[src/rtl/ecc_pkg.sv]
// Shared types and helper functions for the streaming SECDED decoder.
// Code-word helpers work on a max-width vector; callers pad and slice.
package ecc_pkg;

    localparam int MAX_N = 63;
    localparam int MAX_M = 8;
    localparam int MAX_K = 64;
    localparam int IW    = 6;

    typedef struct packed {
        logic sb;
        logic db;
        logic fix;
    } lane_flags_t;

    function automatic int calculate_m(input int k);
        int m_v;
        m_v = 0;
        for (int i = MAX_M; i >= 1; i--) begin
            m_v = ((1 << i) >= (i + k + 1)) ? i : m_v;
        end
        return m_v;
    endfunction

    function automatic logic is_power_of_2(input int v);
        return (v > 0) && ((v & (v - 1)) == 0);
    endfunction

    // Bit i of the syndrome collects every position whose index has bit i set.
    function automatic logic [MAX_M-1:0] calc_syndrome(input logic [MAX_N:0] c);
        logic [MAX_M-1:0] s;
        s = '0;
        for (int j = 1; j <= MAX_N; j++) begin
            for (int i = 0; i < MAX_M; i++) begin
                s[3'(i)] = s[3'(i)] ^ (c[IW'(j)] & (((j >> i) & 1) == 1));
            end
        end
        return s;
    endfunction

    function automatic logic [MAX_N:0] correct_word(input logic [MAX_N:0] c,
                                                    input logic [MAX_M-1:0] syn,
                                                    input logic par,
                                                    input int n);
        logic [MAX_N:0] r;
        r = c;
        for (int j = 1; j <= MAX_N; j++) begin
            r[IW'(j)] = c[IW'(j)] ^ (par && (int'(syn) == j) && (j <= n));
        end
        return r;
    endfunction

    function automatic logic [MAX_K-1:0] extract_data(input logic [MAX_N:0] c, input int k);
        logic [MAX_K-1:0] q;
        int idx;
        q   = '0;
        idx = 0;
        for (int j = 1; j <= MAX_N; j++) begin
            if (!is_power_of_2(j) && (idx < k)) begin
                q[IW'(idx)] = c[IW'(j)];
                idx = idx + 1;
            end else begin
                idx = idx;
            end
        end
        return q;
    endfunction

endpackage

[src/rtl/ecc_dec_lane.sv]
// Single-lane combinational SECDED datapath: the compute half (reorder, syndrome,
// parity) and the correct half (flip, extract, flags) are independent port groups.
module ecc_dec_lane
    import ecc_pkg::*;
#(
    parameter int K      = 8,
    parameter bit P0_LSB = 1'b1,
    parameter int M      = calculate_m(K),
    parameter int N      = M + K
) (
    input  logic [N:0]   cw_i,
    output logic [N:0]   c_o,
    output logic [M-1:0] syn_o,
    output logic         par_o,
    input  logic [N:0]   c_i,
    input  logic [M-1:0] syn_i,
    input  logic         par_i,
    output logic [K-1:0] q_o,
    output lane_flags_t  flags_o,
    output logic [M:0]   synfield_o
);

    logic [MAX_N:0] cw_ext_s;
    logic [MAX_N:0] c_in_ext_s;
    logic [MAX_N:0] c_fix_s;

    // Compute half: move p0 to bit 0, then syndrome and overall parity.
    always_comb begin
        cw_ext_s = '0;
        if (P0_LSB) begin
            cw_ext_s[N:0] = cw_i;
        end else begin
            cw_ext_s[N:0] = {cw_i[N-1:0], cw_i[N]};
        end
        c_o   = cw_ext_s[N:0];
        syn_o = M'(calc_syndrome(cw_ext_s));
        par_o = ^cw_i;
    end

    // Correct half: a syndrome beyond n leaves the data untouched.
    always_comb begin
        c_in_ext_s      = '0;
        c_in_ext_s[N:0] = c_i;
        c_fix_s         = correct_word(c_in_ext_s, MAX_M'(syn_i), par_i, N);
        q_o             = K'(extract_data(c_fix_s, K));
        flags_o.sb      = par_i;
        flags_o.db      = ~par_i & (|syn_i);
        flags_o.fix     = par_i & (|syn_i) & ~is_power_of_2(int'(syn_i));
        synfield_o      = P0_LSB ? {syn_i, par_i} : {par_i, syn_i};
    end

endmodule

[src/rtl/ecc_dec_stream.sv]
// Multi-lane two-stage SECDED decoder with valid/ready flow control,
// saturating error counters and a first-error capture register.
module ecc_dec_stream
    import ecc_pkg::*;
#(
    parameter int K      = 8,
    parameter int LANES  = 4,
    parameter bit P0_LSB = 1'b1,
    parameter int CNT_W  = 16,
    parameter int M      = calculate_m(K),
    parameter int N      = M + K,
    parameter int LW     = (LANES > 1) ? $clog2(LANES) : 1
) (
    input  logic                     clk_i,
    input  logic                     rst_i,
    input  logic                     valid_i,
    output logic                     ready_o,
    input  logic [LANES*(N+1)-1:0]   d_i,
    output logic                     valid_o,
    input  logic                     ready_i,
    output logic [LANES*K-1:0]       q_o,
    output logic [LANES*(M+1)-1:0]   syndrome_o,
    output logic [LANES-1:0]         sb_err_o,
    output logic [LANES-1:0]         db_err_o,
    output logic [LANES-1:0]         sb_fix_o,
    input  logic                     cnt_clr_i,
    output logic [CNT_W-1:0]         sb_cnt_o,
    output logic [CNT_W-1:0]         db_cnt_o,
    output logic                     cap_valid_o,
    output logic [LW-1:0]            cap_lane_o,
    output logic [M:0]               cap_syndrome_o,
    output logic                     cap_db_o
);

    localparam int SW = CNT_W + $clog2(LANES + 1);

    logic                          s1_valid_q, s1_valid_d;
    logic [LANES-1:0][N:0]         s1_c_q, s1_c_d, s1_c_s;
    logic [LANES-1:0][M-1:0]       s1_syn_q, s1_syn_d, s1_syn_s;
    logic [LANES-1:0]              s1_par_q, s1_par_d, s1_par_s;
    logic                          s2_valid_q, s2_valid_d;
    logic [LANES*K-1:0]            q_q, q_d, q_s;
    logic [LANES*(M+1)-1:0]        syn_q, syn_d, syn_s;
    logic [LANES-1:0]              sb_q, sb_d, db_q, db_d, fix_q, fix_d;
    lane_flags_t [LANES-1:0]       flags_s;
    logic [CNT_W-1:0]              sb_cnt_q, sb_cnt_d, db_cnt_q, db_cnt_d;
    logic [SW-1:0]                 sb_sum_s, db_sum_s;
    logic                          cap_valid_q, cap_valid_d;
    logic [LW-1:0]                 cap_lane_q, cap_lane_d, sel_lane_s;
    logic [M:0]                    cap_syn_q, cap_syn_d;
    logic                          cap_db_q, cap_db_d;
    logic [LANES-1:0]              err_s;
    logic                          s1_load_s, s2_load_s, out_hs_s;

    for (genvar l = 0; l < LANES; l++) begin : g_lane
        logic [K-1:0]  s1_unused_q_s;
        lane_flags_t   s1_unused_flags_s;
        logic [M:0]    s1_unused_fld_s;
        logic [N:0]    s2_unused_c_s;
        logic [M-1:0]  s2_unused_syn_s;
        logic          s2_unused_par_s;

        ecc_dec_lane #(.K(K), .P0_LSB(P0_LSB), .M(M), .N(N)) u_compute (
            .cw_i       (d_i[l*(N+1) +: N+1]),
            .c_o        (s1_c_s[l]),
            .syn_o      (s1_syn_s[l]),
            .par_o      (s1_par_s[l]),
            .c_i        ('0),
            .syn_i      ('0),
            .par_i      (1'b0),
            .q_o        (s1_unused_q_s),
            .flags_o    (s1_unused_flags_s),
            .synfield_o (s1_unused_fld_s)
        );

        ecc_dec_lane #(.K(K), .P0_LSB(P0_LSB), .M(M), .N(N)) u_correct (
            .cw_i       ('0),
            .c_o        (s2_unused_c_s),
            .syn_o      (s2_unused_syn_s),
            .par_o      (s2_unused_par_s),
            .c_i        (s1_c_q[l]),
            .syn_i      (s1_syn_q[l]),
            .par_i      (s1_par_q[l]),
            .q_o        (q_s[l*K +: K]),
            .flags_o    (flags_s[l]),
            .synfield_o (syn_s[l*(M+1) +: M+1])
        );
    end

    // Handshake: a stage accepts when empty or when its contents move on.
    always_comb begin
        s2_load_s = ~s2_valid_q | ready_i;
        s1_load_s = ~s1_valid_q | s2_load_s;
        out_hs_s  = s2_valid_q & ready_i;
    end

    assign ready_o = s1_load_s;

    // Stage 1 next state.
    always_comb begin
        s1_valid_d = s1_valid_q;
        s1_c_d     = s1_c_q;
        s1_syn_d   = s1_syn_q;
        s1_par_d   = s1_par_q;
        if (s1_load_s) begin
            s1_valid_d = valid_i;
            if (valid_i) begin
                s1_c_d   = s1_c_s;
                s1_syn_d = s1_syn_s;
                s1_par_d = s1_par_s;
            end else begin
                s1_c_d   = s1_c_q;
            end
        end else begin
            s1_valid_d = s1_valid_q;
        end
    end

    // Stage 2 next state; payload only changes when a real beat arrives.
    always_comb begin
        s2_valid_d = s2_valid_q;
        q_d        = q_q;
        syn_d      = syn_q;
        sb_d       = sb_q;
        db_d       = db_q;
        fix_d      = fix_q;
        if (s2_load_s) begin
            s2_valid_d = s1_valid_q;
            if (s1_valid_q) begin
                q_d   = q_s;
                syn_d = syn_s;
                for (int l = 0; l < LANES; l++) begin
                    sb_d[l]  = flags_s[l].sb;
                    db_d[l]  = flags_s[l].db;
                    fix_d[l] = flags_s[l].fix;
                end
            end else begin
                q_d = q_q;
            end
        end else begin
            s2_valid_d = s2_valid_q;
        end
    end

    // Counters: clear wins over history, the beat's increment still lands.
    always_comb begin
        sb_sum_s = cnt_clr_i ? '0 : SW'(sb_cnt_q);
        db_sum_s = cnt_clr_i ? '0 : SW'(db_cnt_q);
        for (int l = 0; l < LANES; l++) begin
            sb_sum_s = sb_sum_s + SW'(sb_q[l] & out_hs_s);
            db_sum_s = db_sum_s + SW'(db_q[l] & out_hs_s);
        end
        sb_cnt_d = (sb_sum_s > SW'({CNT_W{1'b1}})) ? {CNT_W{1'b1}} : CNT_W'(sb_sum_s);
        db_cnt_d = (db_sum_s > SW'({CNT_W{1'b1}})) ? {CNT_W{1'b1}} : CNT_W'(db_sum_s);
    end

    // Capture register: first erroring lane of the first erroring beat.
    always_comb begin
        err_s      = sb_q | db_q;
        sel_lane_s = '0;
        for (int l = LANES - 1; l >= 0; l--) begin
            sel_lane_s = err_s[l] ? LW'(l) : sel_lane_s;
        end
        cap_valid_d = cnt_clr_i ? 1'b0 : cap_valid_q;
        cap_lane_d  = cnt_clr_i ? '0   : cap_lane_q;
        cap_syn_d   = cnt_clr_i ? '0   : cap_syn_q;
        cap_db_d    = cnt_clr_i ? 1'b0 : cap_db_q;
        if (out_hs_s && !cap_valid_d && (|err_s)) begin
            cap_valid_d = 1'b1;
            cap_lane_d  = sel_lane_s;
            cap_syn_d   = syn_q[sel_lane_s*(M+1) +: M+1];
            cap_db_d    = db_q[sel_lane_s];
        end else begin
            cap_valid_d = cap_valid_d;
        end
    end

    // State registers with synchronous reset.
    always_ff @(posedge clk_i) begin
        if (rst_i) begin
            s1_valid_q  <= 1'b0;
            s1_c_q      <= '0;
            s1_syn_q    <= '0;
            s1_par_q    <= '0;
            s2_valid_q  <= 1'b0;
            q_q         <= '0;
            syn_q       <= '0;
            sb_q        <= '0;
            db_q        <= '0;
            fix_q       <= '0;
            sb_cnt_q    <= '0;
            db_cnt_q    <= '0;
            cap_valid_q <= 1'b0;
            cap_lane_q  <= '0;
            cap_syn_q   <= '0;
            cap_db_q    <= 1'b0;
        end else begin
            s1_valid_q  <= s1_valid_d;
            s1_c_q      <= s1_c_d;
            s1_syn_q    <= s1_syn_d;
            s1_par_q    <= s1_par_d;
            s2_valid_q  <= s2_valid_d;
            q_q         <= q_d;
            syn_q       <= syn_d;
            sb_q        <= sb_d;
            db_q        <= db_d;
            fix_q       <= fix_d;
            sb_cnt_q    <= sb_cnt_d;
            db_cnt_q    <= db_cnt_d;
            cap_valid_q <= cap_valid_d;
            cap_lane_q  <= cap_lane_d;
            cap_syn_q   <= cap_syn_d;
            cap_db_q    <= cap_db_d;
        end
    end

    assign valid_o        = s2_valid_q;
    assign q_o            = q_q;
    assign syndrome_o     = syn_q;
    assign sb_err_o       = sb_q;
    assign db_err_o       = db_q;
    assign sb_fix_o       = fix_q;
    assign sb_cnt_o       = sb_cnt_q;
    assign db_cnt_o       = db_cnt_q;
    assign cap_valid_o    = cap_valid_q;
    assign cap_lane_o     = cap_lane_q;
    assign cap_syndrome_o = cap_syn_q;
    assign cap_db_o       = cap_db_q;

endmodule

[config.mk]
export PLATFORM = sky130hd
export DESIGN_NAME = ecc_dec_stream
export DESIGN_NICKNAME = d
export VERILOG_FILES = /design/src/rtl/ecc_pkg.sv /design/src/rtl/ecc_dec_lane.sv /design/src/rtl/ecc_dec_stream.sv
export SDC_FILE = /design/constraint.sdc
export NUM_CORES = 1
export LEC_CHECK = 0
export CAP_MARGIN = 20
export CORE_MARGIN = 2
export CORE_UTILIZATION = 41
export DETAILED_ROUTE_END_ITERATION = 10
export HOLD_SLACK_MARGIN = 0.1
export PLACE_DENSITY = 0.76
export REMOVE_ABC_BUFFERS = 1
export SYNTH_ARGS = -nofsm -noshare
export SYNTH_HDL_FRONTEND = slang
export SYNTH_SLANG_ARGS = --single-unit
[constraint.sdc]
create_clock -name clk_i -period 2.5 [get_ports clk_i]
set_input_delay 0.25 -clock clk_i [delete_from_list [all_inputs] [get_ports clk_i]]
set_output_delay 0.25 -clock clk_i [all_outputs]
set_load 0.03 [all_outputs]
==> results of run 1 <==
==> cells in the mapped netlist, drive strengths merged <==
cell     instances  share of area (%)
o21ai            2               0.29
a21oi           87                9.7
nand4            2               0.57
a21boi           2               0.31
o211ai           4               0.62
conb             1              0.078
nor3             1               0.10
nor2            10               0.78
a31oi            1               0.13
nand2b           2               0.26
nand4b           1               0.49
and2            18                2.3
or4              1               0.16
nand2          150                 12
and2b            1               0.16
xor2            14                2.5
nor2b            7               0.96
nand3            7               0.73
dfxtp          110                 46
o31ai            4               0.62
nor4             1               0.44
o2111ai          1               0.18
fa               3                1.2
and4             2               0.42
xnor2           47                8.5
nand3b           4               0.62
inv              6               0.47
o21a             2               0.31
buf             51                7.4
ha               1               0.26
and3             3               0.49
clkbuf          13                1.0
and4b            1               0.21
==> registers in the layout, summed over array words and instances (netlist names), 2 cells and up <==
register,count
sb_cnt_o,16
cap_lane_o,2
s1_par_q,4
sb_err_o,4
s1_c_q,32
q_o,32
db_cnt_o,16
==> final timing paths <==
| check | cells past startpoint | slack [ns] | endpoint |
|---|---|---|---|
| hold / removal | 2 | 0.38 | sb_cnt_o[6] |
| setup reg to reg | 11 | -0.15 | sb_cnt_o[12] |
| hold reg to reg | 2 | 0.45 | sb_err_o[2] |
| setup / recovery | 11 | -0.15 | sb_cnt_o[12] |
==> power by group through the flow <==
stage	combinational [mW]	sequential (mW)	clock, mW
floorplan	0.299	1.93	0
global route	0.647	1.86	1.59
global placement	0.590	1.89	0
CTS	0.601	1.85	1.52
finish	0.596	1.85	1.48
detailed placement	0.600	1.89	0
==> through the flow <==
stage	hold slack, ns	setup WS (ns)
2_1_floorplan	0.312	-0.526
3_3_place_gp	0.435	-0.606
3_5_place_dp	0.444	-0.737
4_1_cts	0.376	-0.136
5_1_grt	0.400	-0.263
6_report	0.379	-0.152
==> per-layer routing <==
metal,wire length (um),vias up,track usage (%)
met5,0,-,0
met4,123,0,6.59
met3,633,12,3.46
met2,5480,131,30.2
met1,5180,1871,23.3
li1,-,2014,-
==> layout by cell type (no fill, tap or decap), types with 2 or more instances in the layout <==
cell	count
sky130_fd_sc_hd__nand3_1	6
sky130_fd_sc_hd__and2_1	17
sky130_fd_sc_hd__o31ai_1	4
sky130_fd_sc_hd__dfxtp_1	107
sky130_fd_sc_hd__nand2_1	149
sky130_fd_sc_hd__buf_4	23
sky130_fd_sc_hd__xor2_1	14
sky130_fd_sc_hd__o211ai_1	4
sky130_fd_sc_hd__nand3b_1	4
sky130_fd_sc_hd__a21boi_1	2
sky130_fd_sc_hd__fa_2	2
sky130_fd_sc_hd__nor2b_1	5
sky130_fd_sc_hd__inv_1	5
sky130_fd_sc_hd__and3_4	3
sky130_fd_sc_hd__conb_1	29
sky130_fd_sc_hd__clkbuf_16	9
sky130_fd_sc_hd__a21oi_1	77
sky130_fd_sc_hd__and4_4	2
sky130_fd_sc_hd__dlygate4sd2_1	2
sky130_fd_sc_hd__a21oi_2	10
sky130_fd_sc_hd__inv_8	2
sky130_fd_sc_hd__clkinv_4	2
sky130_fd_sc_hd__o21a_1	2
sky130_fd_sc_hd__inv_6	2
sky130_fd_sc_hd__buf_12	3
sky130_fd_sc_hd__clkdlybuf4s50_1	131
sky130_fd_sc_hd__dfxtp_2	3
sky130_fd_sc_hd__xnor2_1	47
sky130_fd_sc_hd__nor2_1	10
==> worst max-delay path: stages (launching register included) <==
cell and delay, ns:
sky130_fd_sc_hd__dfxtp_2 0.35, sky130_fd_sc_hd__and3_4 0.15, sky130_fd_sc_hd__fa_1 0.50, sky130_fd_sc_hd__inv_1 0.05, sky130_fd_sc_hd__fa_2 0.34, sky130_fd_sc_hd__inv_2 0.07, sky130_fd_sc_hd__fa_2 0.22, sky130_fd_sc_hd__and4_4 0.21
sky130_fd_sc_hd__and3_4 0.23, sky130_fd_sc_hd__and2_4 0.16, sky130_fd_sc_hd__nand3_1 0.11, sky130_fd_sc_hd__a21boi_1 0.19
==> area by class of cell <==
| cell class | count | area (um^2) | area share (%) |
|---|---|---|---|
| timing repair buffer | 159 | 1560 | 23.6 |
| clock inverter | 7 | 87.6 | 1.32 |
| sequential | 110 | 2210 | 33.3 |
| inverter | 6 | 22.5 | 0.340 |
| multi-input combinational | 408 | 2330 | 35.3 |
| clock buffer | 9 | 225 | 3.40 |
| tap | 143 | 179 | 2.70 |
==> logic make-up (layout without fill, tap and decap cells) <==
| kind of cell | Yosys count | after routing |
|---|---|---|
| AND/OR/NAND/NOR | 211 | 211 |
| flip-flops | 110 | 110 |
| AO/OA/AOI/OAI | 103 | 103 |
| buffers and inverters | 70 | 181 |
| XOR/XNOR | 61 | 61 |
| adder cells (fa/ha/maj) | 4 | 4 |
| other | 1 | 29 |
==> timing repair <==
action / in CTS / in global routing
endpoints found under the hold margin: 0 / 0
gates resized for setup: 12 / 2
buffers inserted: 1 / 1
pin swaps: 4 / 1
setup endpoints to repair: 16 / 16
==> results summary, run 1 <==
After filler insertion, the fill cell instance count of the layout stands at 1,009. The final period utilization came out at 106%. The final wirelength is 11.4 mm. The number of antenna cells inserted is 0. The number of global-route vias before repair came out at 3,913.

In the synthesized netlist, mux cells make up 0% of the area. STA puts the critical path data required time at 2.77 ns. The Yosys warning count came out at 0. The post-synthesis share of cell area spent on full adders, half adders and majority gates came out at 1.51%. The total count of hold-check failures in the final report came out at 0.

The tool flagged a number of max-cap violations equal to 0. Counting the buffers created by CTS gives 9. Across every metal layer, demand over resource in global routing totals 18.0%. The HPWL reported at the end of detailed placement is 8.08 mm. The worst min-delay path class is in -> reg. The number of antenna violations at the first check in global routing came out at 0. The global-route wire length before repair is 18.6 mm. The number of iterations in the first detailed-routing pass came out at 4.

In this run, post-CTS hold repair placed 0 buffers. The number of H-tree levels is 3. The finished cells cover 6620 um^2. After layout, the minimum clock period comes to 2.65 ns.

The cell area after placement came out at 6260 um^2. The synthesized area is 4820 um^2. The insertion delay of the later-clocked pin in the worst-skew pair is 0.35 ns.

For this design the static power due to leakage is 2.47 nW. For this run, the top clock speed supported by timing is 0.377 GHz. The total power draw came out at 3.93 mW. The maximum fanout along the worst path is 4.

For this run, design rule violations remaining after detail routing come to 0. The total count of max-transition violations in the final report came to 0. The synthesized area divided by synthesized cell count came out at 8.61 um^2. The post-synthesis share of cell area spent on xor and xnor gates is 11.1%. The worst hold path startpoint is rst_i. The clock group share of total power is 37.7%. The fraction of the mapped netlist area in compound gates came out at 12.2%. Setup repair after global routing could not meet its margin everywhere. Once routing completed, OpenROAD measured the worst setup slack at -0.152 ns. Measured along the x axis, the die boundary spans 112 um. The final core utilization is 57.7%. Summing over every cut layer, the via total after detailed routing is 4,028. The setup path with the least slack is of type reg -> reg. The count of nets left with antenna violations once routing finished came out at 0.

The non-filler instance count after layout is 842. The proportion of power drawn by flip-flops and latches is 47.1%. Clock tree synthesis selected as its root buffer the cell sky130_fd_sc_hd__clkbuf_16.

The worst slew slack as a fraction of its limit came out at 39.6%. The worst register-to-register path begins at valid_o. Combinational logic is responsible for 15.2% of the overall power. Summed over all nets, the switching power comes to 1.05 mW. For this configuration, the core starts out at a cell density of 42.0%. The number of placement rows is 39. The largest buffer count on any clock path is 2. STA classifies the critical path startpoint as a flop. The post-synthesis simple-gate area fraction came out at 20.6%. The dominant combinational cell family by area after synthesis is simple AND/OR/NAND/NOR gates. The actual transition at the worst max-transition pin is 0.905 ns.

The area of the core is 11,500 um^2. The run finished, with violations left. For this run, the register share of the synthesized area comes to 45.7%. Synthesis inferred 110 register bits. The number of vias per cell after detailed routing is 4.78. The routed wire length per instance is 13.6 um. The worst ir drop on vdd came out at 0.337 mV.

The number of buffers added on ports came out at 134. The die covers 12,600 um^2. Cell internal power was estimated by the tool at 2.88 mW.

The number of placed I/O pins is 164. Global routing finished with a remaining overflow of 0. The final reports fail on setup timing. The clock edge transition at the registers on the reported setup and hold paths came out at 0.07 ns. The post-route clock skew came out at 0.00732 ns. The post-layout net count is 755. The number of DRC markers after the initial detailed-route iteration came out at 153. The critical path endpoint category is a flop.

The area added between synthesis and finish is 37.2%. The power density normalized to cell area came out at 594 nW/um^2. Entering global routing, the biggest net connects 50 pins. The clock sink total is 110. The final setup violation count is 16.

The switching share of power is 26.7%. In this run, placement finished with an instance count of 824. The floorplan die height is 112 um.

The instance count of the mapped netlist is 560. The setup TNS came out at -2.08 ns. Cells with a size suffix above 1 make up 10.4% of the layout.

The worst endpoint data arrival time came out at 2.92 ns. The synthesized netlist contains 42 unique library cells. The TritonCTS clock tree is built. The final RePlAce weighted congestion came out at 0.870. The most critical setup path has its startpoint at valid_o.
Power figures use the tool's default switching activity.
==> run 2, diff against run 1 <==
Settings changed: CORE_MARGIN 2 to default.
==> run 2 against run 1 <==
- the run still ends with setup timing left
- clock skew up 0.0015 ns
- hold slack better by 0.035 ns
- maximum frequency down 0.90%
- critical endpoint is now sb_cnt_o[8]
==> results summary, run 2 (synthesis results as in run 1) <==
The run finished, with violations left. The final reports fail on setup timing. The total power draw was 3.86 mW (-1.7%). The antenna violation net count after detailed routing came out at 0 (unchanged).

In this design, the largest share of critical-path delay is due to adder cells. The worst ir drop on vdd is 0.317 mV (-6.0%). The global-route wire length before repair came out at 19.0 mm (+2.2%).

In this run the clock root is driven by a sky130_fd_sc_hd__clkbuf_16. The count of hold buffers inserted by post-cts repair came out at 0 (unchanged). The delay contributed by the slowest stage of the critical path came out at 0.52 ns (+0.02 ns). The slowest cell on the critical path is sky130_fd_sc_hd__fa_1.

The total count of max-transition violations in the final report is 0 (unchanged). The final setup violation count is 16 (unchanged). The worst endpoint data arrival time came to 2.95 ns (+0.03 ns). The clock sink total came out at 110 (unchanged). The post-route clock skew came to 0.00877 ns (+0.00146 ns).

The worst-case setup margin in the final layout is -0.177 ns (-0.0241 ns). The setup slack after placement came out at -0.669 ns (+0.0680 ns). The post-layout net count was 753 (-0.26%). The clock group share of total power was 36.6% (-1.1 points). The switching power summed over all nets is 1.07 mW (+2.0%).

The switching share of power is 27.7% (+1.0 points). The leakage dissipation is 2.48 nW (+0.13%). The maximum achievable frequency was 0.374 GHz (-0.90%).

The combinational cell fraction of total power is 15.5% (+0.3 points). The maximum fanout along the worst path is 5 (+1). The time the final worst path needs with I/O delays and setup is 2.68 ns (+0.0241 ns).

The final RePlAce weighted congestion came out at 0.854 (-1.8%). The proportion of power drawn by flip-flops and latches came out at 47.9% (+0.8 points). The area of the core is 11,400 um^2 (-0.42%). The routed wire length per instance came to 13.5 um (-0.33%).

The overall global routing resource usage is 19.0% (+0.91 points). The final period utilization was 107% (+0.96 points). The insertion delay of the later-clocked pin in the worst-skew pair is 0.34 ns (about the same). The die span in x is 110 um (-1.8%). The internal power of the cells came to 2.79 mW (-3.1%).

The overall overflow remaining after global route came to 0 (unchanged). The worst slew slack as a fraction of its limit is 48.0% (+8.4 points). The critical path is of the reg -> reg type. In the layout the commonest cells are sky130_fd_sc_hd__nand2_1 (149), sky130_fd_sc_hd__clkdlybuf4s50_1 (131), sky130_fd_sc_hd__dfxtp_1 (106).

The DRC violation count after routing was 0 (unchanged). The number of global-route vias before repair is 3,962 (+1.3%). The number of placement rows is 39 (unchanged). The number of buffers added by the clock tree synthesis step was 9 (unchanged). The final wirelength came to 11.4 mm (-0.57%). The number of DRC markers after the initial detailed-route iteration is 174 (+14%).

The number of vias after detailed routing came to 4,043 (+0.37%). The number of placed I/O pins came to 164 (unchanged). The final core utilization is 58.1% (+0.43 points). The largest buffer count on any clock path came to 2 (unchanged). The number of maximum-capacitance violations is 0 (unchanged). The total die area came out at 12,200 um^2 (-3.5%). The worst setup path is launched from a flop.

The number of antenna violations at the first check in global routing came to 0 (unchanged). The share of cells above drive strength 1 is 11.0% (+0.60 points). The worst path required time is 2.77 ns (about the same). The number of fillers in the final layout was 1,033 (+2.4%). The floorplan die height is 110 um (-1.8%). From synthesis to final layout, the design area changed by 37.7%.

The critical path endpoint category is a flop. The number of iterations in the first detailed-routing pass came to 4 (unchanged). The number of antenna cells inserted came out at 0 (unchanged). The starting utilization of the core area came out at 42.2% (+0.18 points).

The number of H-tree levels came to 3 (unchanged). The tightest hold margin is 0.414 ns (+0.0349 ns). The power density normalized to cell area is 582 nW/um^2 (-2.0%).

The actual transition at the worst max-transition pin is 0.778 ns (-0.127 ns). The HPWL reported at the end of detailed placement came out at 8.12 mm (+0.52%). The clock edge transition at the registers on the reported setup and hold paths is 0.08 ns (about the same).

The buffer and inverter count on the worst path is 3 (+1). The total count of hold-check failures in the final report came to 0 (unchanged). The number of vias per cell after detailed routing was 4.81 (+0.61%). The worst min-delay path class is in -> reg. The library cell used most frequently in the layout, excluding fill and tap cells, is sky130_fd_sc_hd__nand2_1. The number of buffers added on ports is 134 (unchanged). The TritonCTS clock tree is built.

The largest net degree at the start of global routing came out at 61 (+22%). The critical path goes through and3_4, fa_1, inv_1, fa_2, inv_2, fa_2, and4_1, and3_4, nand4_4, clkbuf_16, a21oi_2. Setup repair after global routing could not meet its margin everywhere.
[run 2: worst min-delay path, stage by stage]
cell	delay (ns)
sky130_fd_sc_hd__buf_4	0.10
sky130_fd_sc_hd__nor2_1	0.17
sky130_fd_sc_hd__a21boi_1	0.19
[run 2: metrics by stage]
| stage | cells | cell area (um^2) | TNS (ns) |
|---|---|---|---|
| floorplan | 524 | 4520 | -7.50 |
| global placement | 822 | 6230 | -8.49 |
| detailed placement | 822 | 6230 | -9.77 |
| CTS | 840 | 6600 | -1.89 |
| global route | 840 | 6640 | -3.88 |
| finish | 840 | 6640 | -2.40 |
[run 2: what timing repair did]
item,in CTS,in global routing
pin swaps,6,7
setup endpoints to repair,16,16
resized for setup,13,12
setup buffers,1,0
cloned,1,0
[run 2: power groups by stage]
stage / Combinational, mW / Clock (mW) / Sequential, mW
after floorplan: 0.299 / 0 / 1.93
after global placement: 0.590 / 0 / 1.89
after detailed placement: 0.602 / 0 / 1.89
after CTS: 0.602 / 1.46 / 1.85
after global routing: 0.650 / 1.55 / 1.86
final: 0.599 / 1.41 / 1.85
[run 2: area by class of cell]
class | instances | area [um^2] | area share (%)
tap | 143 | 179 | 2.70
inverter | 6 | 22.5 | 0.339
clock buffer | 9 | 225 | 3.39
sequential | 110 | 2210 | 33.3
timing repair buffer | 157 | 1560 | 23.5
multi-input combinational | 408 | 2360 | 35.6
clock inverter | 7 | 76.3 | 1.15
[run 2: worst paths after layout]
check	slack [ns]	depth (start not counted)	startpoint	end
max	-0.18	11	valid_o	sb_cnt_o[8]
min reg2reg	0.46	2	s1_c_q[3]	q_o[0]
max reg2reg	-0.18	11	valid_o	sb_cnt_o[8]
min	0.41	3	rst_i	sb_cnt_o[12]
[run 2: routing by layer]
metal / part of all wire, % / up-vias / GRT usage (%)
li1: - / 2013 / -
met1: 46 / 1888 / 25.2
met2: 48 / 132 / 30.7
met3: 5.7 / 10 / 4.28
met4: 0.82 / 0 / 5.42
met5: 0 / - / 0
==> run 3, diff against run 2 <==
Settings changed: PLACE_DENSITY 0.76 to default, PLACE_DENSITY_LB_ADDON from default to 0.3.
==> run 3 against run 2 <==
- the flow still finishes with violations (setup timing)
- clock-buffer cell count rose by 1
- via count rose by 0.37%
- global-route usage fell by 0.76 points
- critical endpoint is now sb_cnt_o[9]
==> results summary, run 3 (synthesis results as in run 1) <==
The final RePlAce weighted congestion came out at 0.797 (-6.7%). The clock sink total is 110 (unchanged). The overall overflow remaining after global route came out at 0 (unchanged). The total count of hold-check failures in the final report is 0 (unchanged).

The library cell used most frequently in the layout, excluding fill and tap cells, is sky130_fd_sc_hd__nand2_1. The worst setup path is captured at a flop. The DRC violation count after routing was 0 (unchanged).

The cell count of the worst reg-to-reg path came to 11 (unchanged). The total count of max-transition violations in the final report was 0 (unchanged). The antenna violation net count after detailed routing came out at 0 (unchanged). The tree is rooted in a sky130_fd_sc_hd__clkbuf_16. The number of antenna violations at the first check in global routing came out at 0 (unchanged). The maximum fanout along the worst path came out at 8 (+3). The total die area came out at 12,200 um^2 (unchanged). The final setup violation count is 16 (unchanged).

The maximum achievable frequency is 0.381 GHz (+2.1%). The number of vias per cell after detailed routing is 4.81 (-0.10%). The HPWL reported at the end of detailed placement is 7.91 mm (-2.5%). Among all stages on the critical path, the largest delay is contributed by sky130_fd_sc_hd__fa_1. The buffer and inverter count on the worst path is 3 (unchanged). The setup slack after placement came to -0.708 ns (-0.0392 ns). For hold timing, the worst endpoint is s1_c_q[36]. The number of vias after detailed routing was 4,058 (+0.37%). The insertion delay of the later-clocked pin in the worst-skew pair came out at 0.34 ns (about the same). STA classifies the critical path startpoint as a flop. The number of global-route vias before repair came out at 3,829 (-3.4%). The global-route wire length before repair is 18.0 mm (-5.0%).

The delay contributed by the slowest stage of the critical path is 0.52 ns (about the same). The number of fillers in the final layout came out at 1,055 (+2.1%). The number of placement rows came out at 39 (unchanged). The checks that failed: setup timing. The number of buffers added by the clock tree synthesis step is 9 (unchanged). The run finished, with violations left. The largest net degree at the start of global routing came to 51 (-16%).

The kind of cell with the highest combined delay along the critical path is adder cells. The number of H-tree levels came to 3 (unchanged). The number of DRC markers after the initial detailed-route iteration is 114 (-34%). Leaving out fill and tap cells, the most frequent cells in the layout are sky130_fd_sc_hd__nand2_1 (149), sky130_fd_sc_hd__clkdlybuf4s50_1 (131), sky130_fd_sc_hd__dfxtp_1 (106). The TritonCTS clock tree is built.

The overall global routing resource usage is 18.2% (-0.76 points). The number of buffers added on ports was 134 (unchanged). The number of iterations in the first detailed-routing pass is 4 (unchanged).

The clock edge transition at the registers on the reported setup and hold paths came out at 0.07 ns (about the same). The final period utilization came out at 105% (-2.2 points). The startpoint of the worst-slack reg-to-reg timing path is sb_err_o[0]. The time the final worst path needs with I/O delays and setup is 2.62 ns (-0.0540 ns).

The final wirelength was 11.0 mm (-3.4%). The depth of the worst hold-timing path is 2 (-1). The worst path required time is 2.77 ns (about the same). The worst-case setup margin in the final layout is -0.123 ns (+0.0540 ns).

The die span in x is 110 um (unchanged). The starting utilization of the core area came out at 42.2% (unchanged). Walking the worst path, the cells encountered are and3_4, fa_1, inv_2, fa_2, inv_2, fa_2, and4_1, and3_4, nand4_4, buf_12, a21oi_4. The number of antenna cells inserted is 0 (unchanged). The worst min-delay path class is in -> reg. The number of placed I/O pins is 164 (unchanged). The worst endpoint data arrival time was 2.90 ns (-0.05 ns).

The post-route clock skew is 0.00686 ns (-0.00192 ns). The count of hold buffers inserted by post-cts repair is 0 (unchanged). The worst setup path is of the reg -> reg kind. The worst ir drop on vdd came out at 0.302 mV (-4.8%). The area added between synthesis and finish is 37.6% (about the same).

The leakage dissipation came out at 2.48 nW (+0.22%). The largest buffer count on any clock path is 2 (unchanged). The endpoint identified for the worst register-to-register timing path is sb_cnt_o[9]. The routed wire length per instance is 13.0 um (-3.9%). Setup repair after global routing could not meet its margin everywhere. The floorplan die height is 110 um (unchanged).

The slack of the worst reg-to-reg path came out at -0.12 ns (+0.05 ns). The share of cells above drive strength 1 came out at 10.4% (-0.63 points). The number of maximum-capacitance violations came out at 0 (unchanged). The startpoint identified for the worst hold timing path is rst_i. The setup TNS is -1.53 ns (+0.864 ns). The power density normalized to cell area came out at 584 nW/um^2 (+0.38%). The area of the core is 11,400 um^2 (unchanged). The post-layout net count is 757 (+0.53%).
==> run 3: what timing repair did <==
| item | in CTS | in global routing |
|---|---|---|
| setup buffers | 2 | 3 |
| resized for setup | 8 | 10 |
| endpoints found under the setup margin | 16 | 16 |
| pin swaps | 2 | 1 |
| cloned | 0 | 0 |
==> run 3: report_power, final <==
| group | internal [mW] | switching [mW] |
|---|---|---|
| clock network | 0.785 | 0.642 |
| registers | 1.82 | 0.0333 |
| logic | 0.265 | 0.333 |
| total | 2.87 | 1.01 |
==> run 3: per-layer routing <==
metal | vias up | global-route usage, % | routed length, um
met1 | 1899 | 22.4 | 4860
met2 | 129 | 31.5 | 5350
met4 | 0 | 5.42 | 125
li1 | 2019 | - | -
met3 | 11 | 4.17 | 630
met5 | - | 0 | 0
==> run 3: worst max path at each step <==
stage	from	endpoint	slack, ns	cells past startpoint
after floorplan	sb_err_o[0]	sb_cnt_o[14]	-0.53	11
after global placement	ready_i	sb_cnt_o[9]	-0.61	12
after detailed placement	ready_i	sb_cnt_o[9]	-0.71	12
after CTS	sb_err_o[0]	sb_cnt_o[4]	-0.12	11
after global routing	sb_err_o[0]	sb_cnt_o[1]	-0.22	11
final	sb_err_o[0]	sb_cnt_o[9]	-0.12	11
==> run 3: worst reg2reg max path, stage by stage, from the launching register on <==
cell and delay (ns):
sky130_fd_sc_hd__dfxtp_2 0.33, sky130_fd_sc_hd__and3_4 0.17, sky130_fd_sc_hd__fa_1 0.52, sky130_fd_sc_hd__inv_2 0.04, sky130_fd_sc_hd__fa_2 0.35, sky130_fd_sc_hd__inv_2 0.07, sky130_fd_sc_hd__fa_2 0.19, sky130_fd_sc_hd__and4_1 0.20
sky130_fd_sc_hd__and3_4 0.22, sky130_fd_sc_hd__nand4_4 0.15, sky130_fd_sc_hd__buf_12 0.20, sky130_fd_sc_hd__a21oi_4 0.12
==> run 3: layout make-up <==
cell class | count | area, um^2 | share of cell area [%]
multi-input cells | 408 | 2340 | 35.3
flip-flops and latches | 110 | 2210 | 33.3
repair buffers | 161 | 1580 | 23.9
clock buffers | 10 | 229 | 3.45
well taps | 143 | 179 | 2.70
clock inverters | 6 | 68.8 | 1.04
inverters | 6 | 22.5 | 0.340
==> run 3: metrics by stage <==
| step | hold WS, ns | cell area, um^2 | util [%] | power, mW | instances |
|---|---|---|---|---|---|
| floorplan | 0.312 | 4520 | - | 2.23 | 524 |
| global placement | 0.436 | 6250 | 54.7 | 2.48 | 823 |
| detailed placement | 0.444 | 6250 | 54.7 | 2.49 | 823 |
| CTS | 0.316 | 6580 | 57.6 | 3.91 | 841 |
| global route | 0.338 | 6630 | 58.1 | 4.05 | 844 |
| finish | 0.322 | 6630 | 58.1 | 3.87 | 844 |
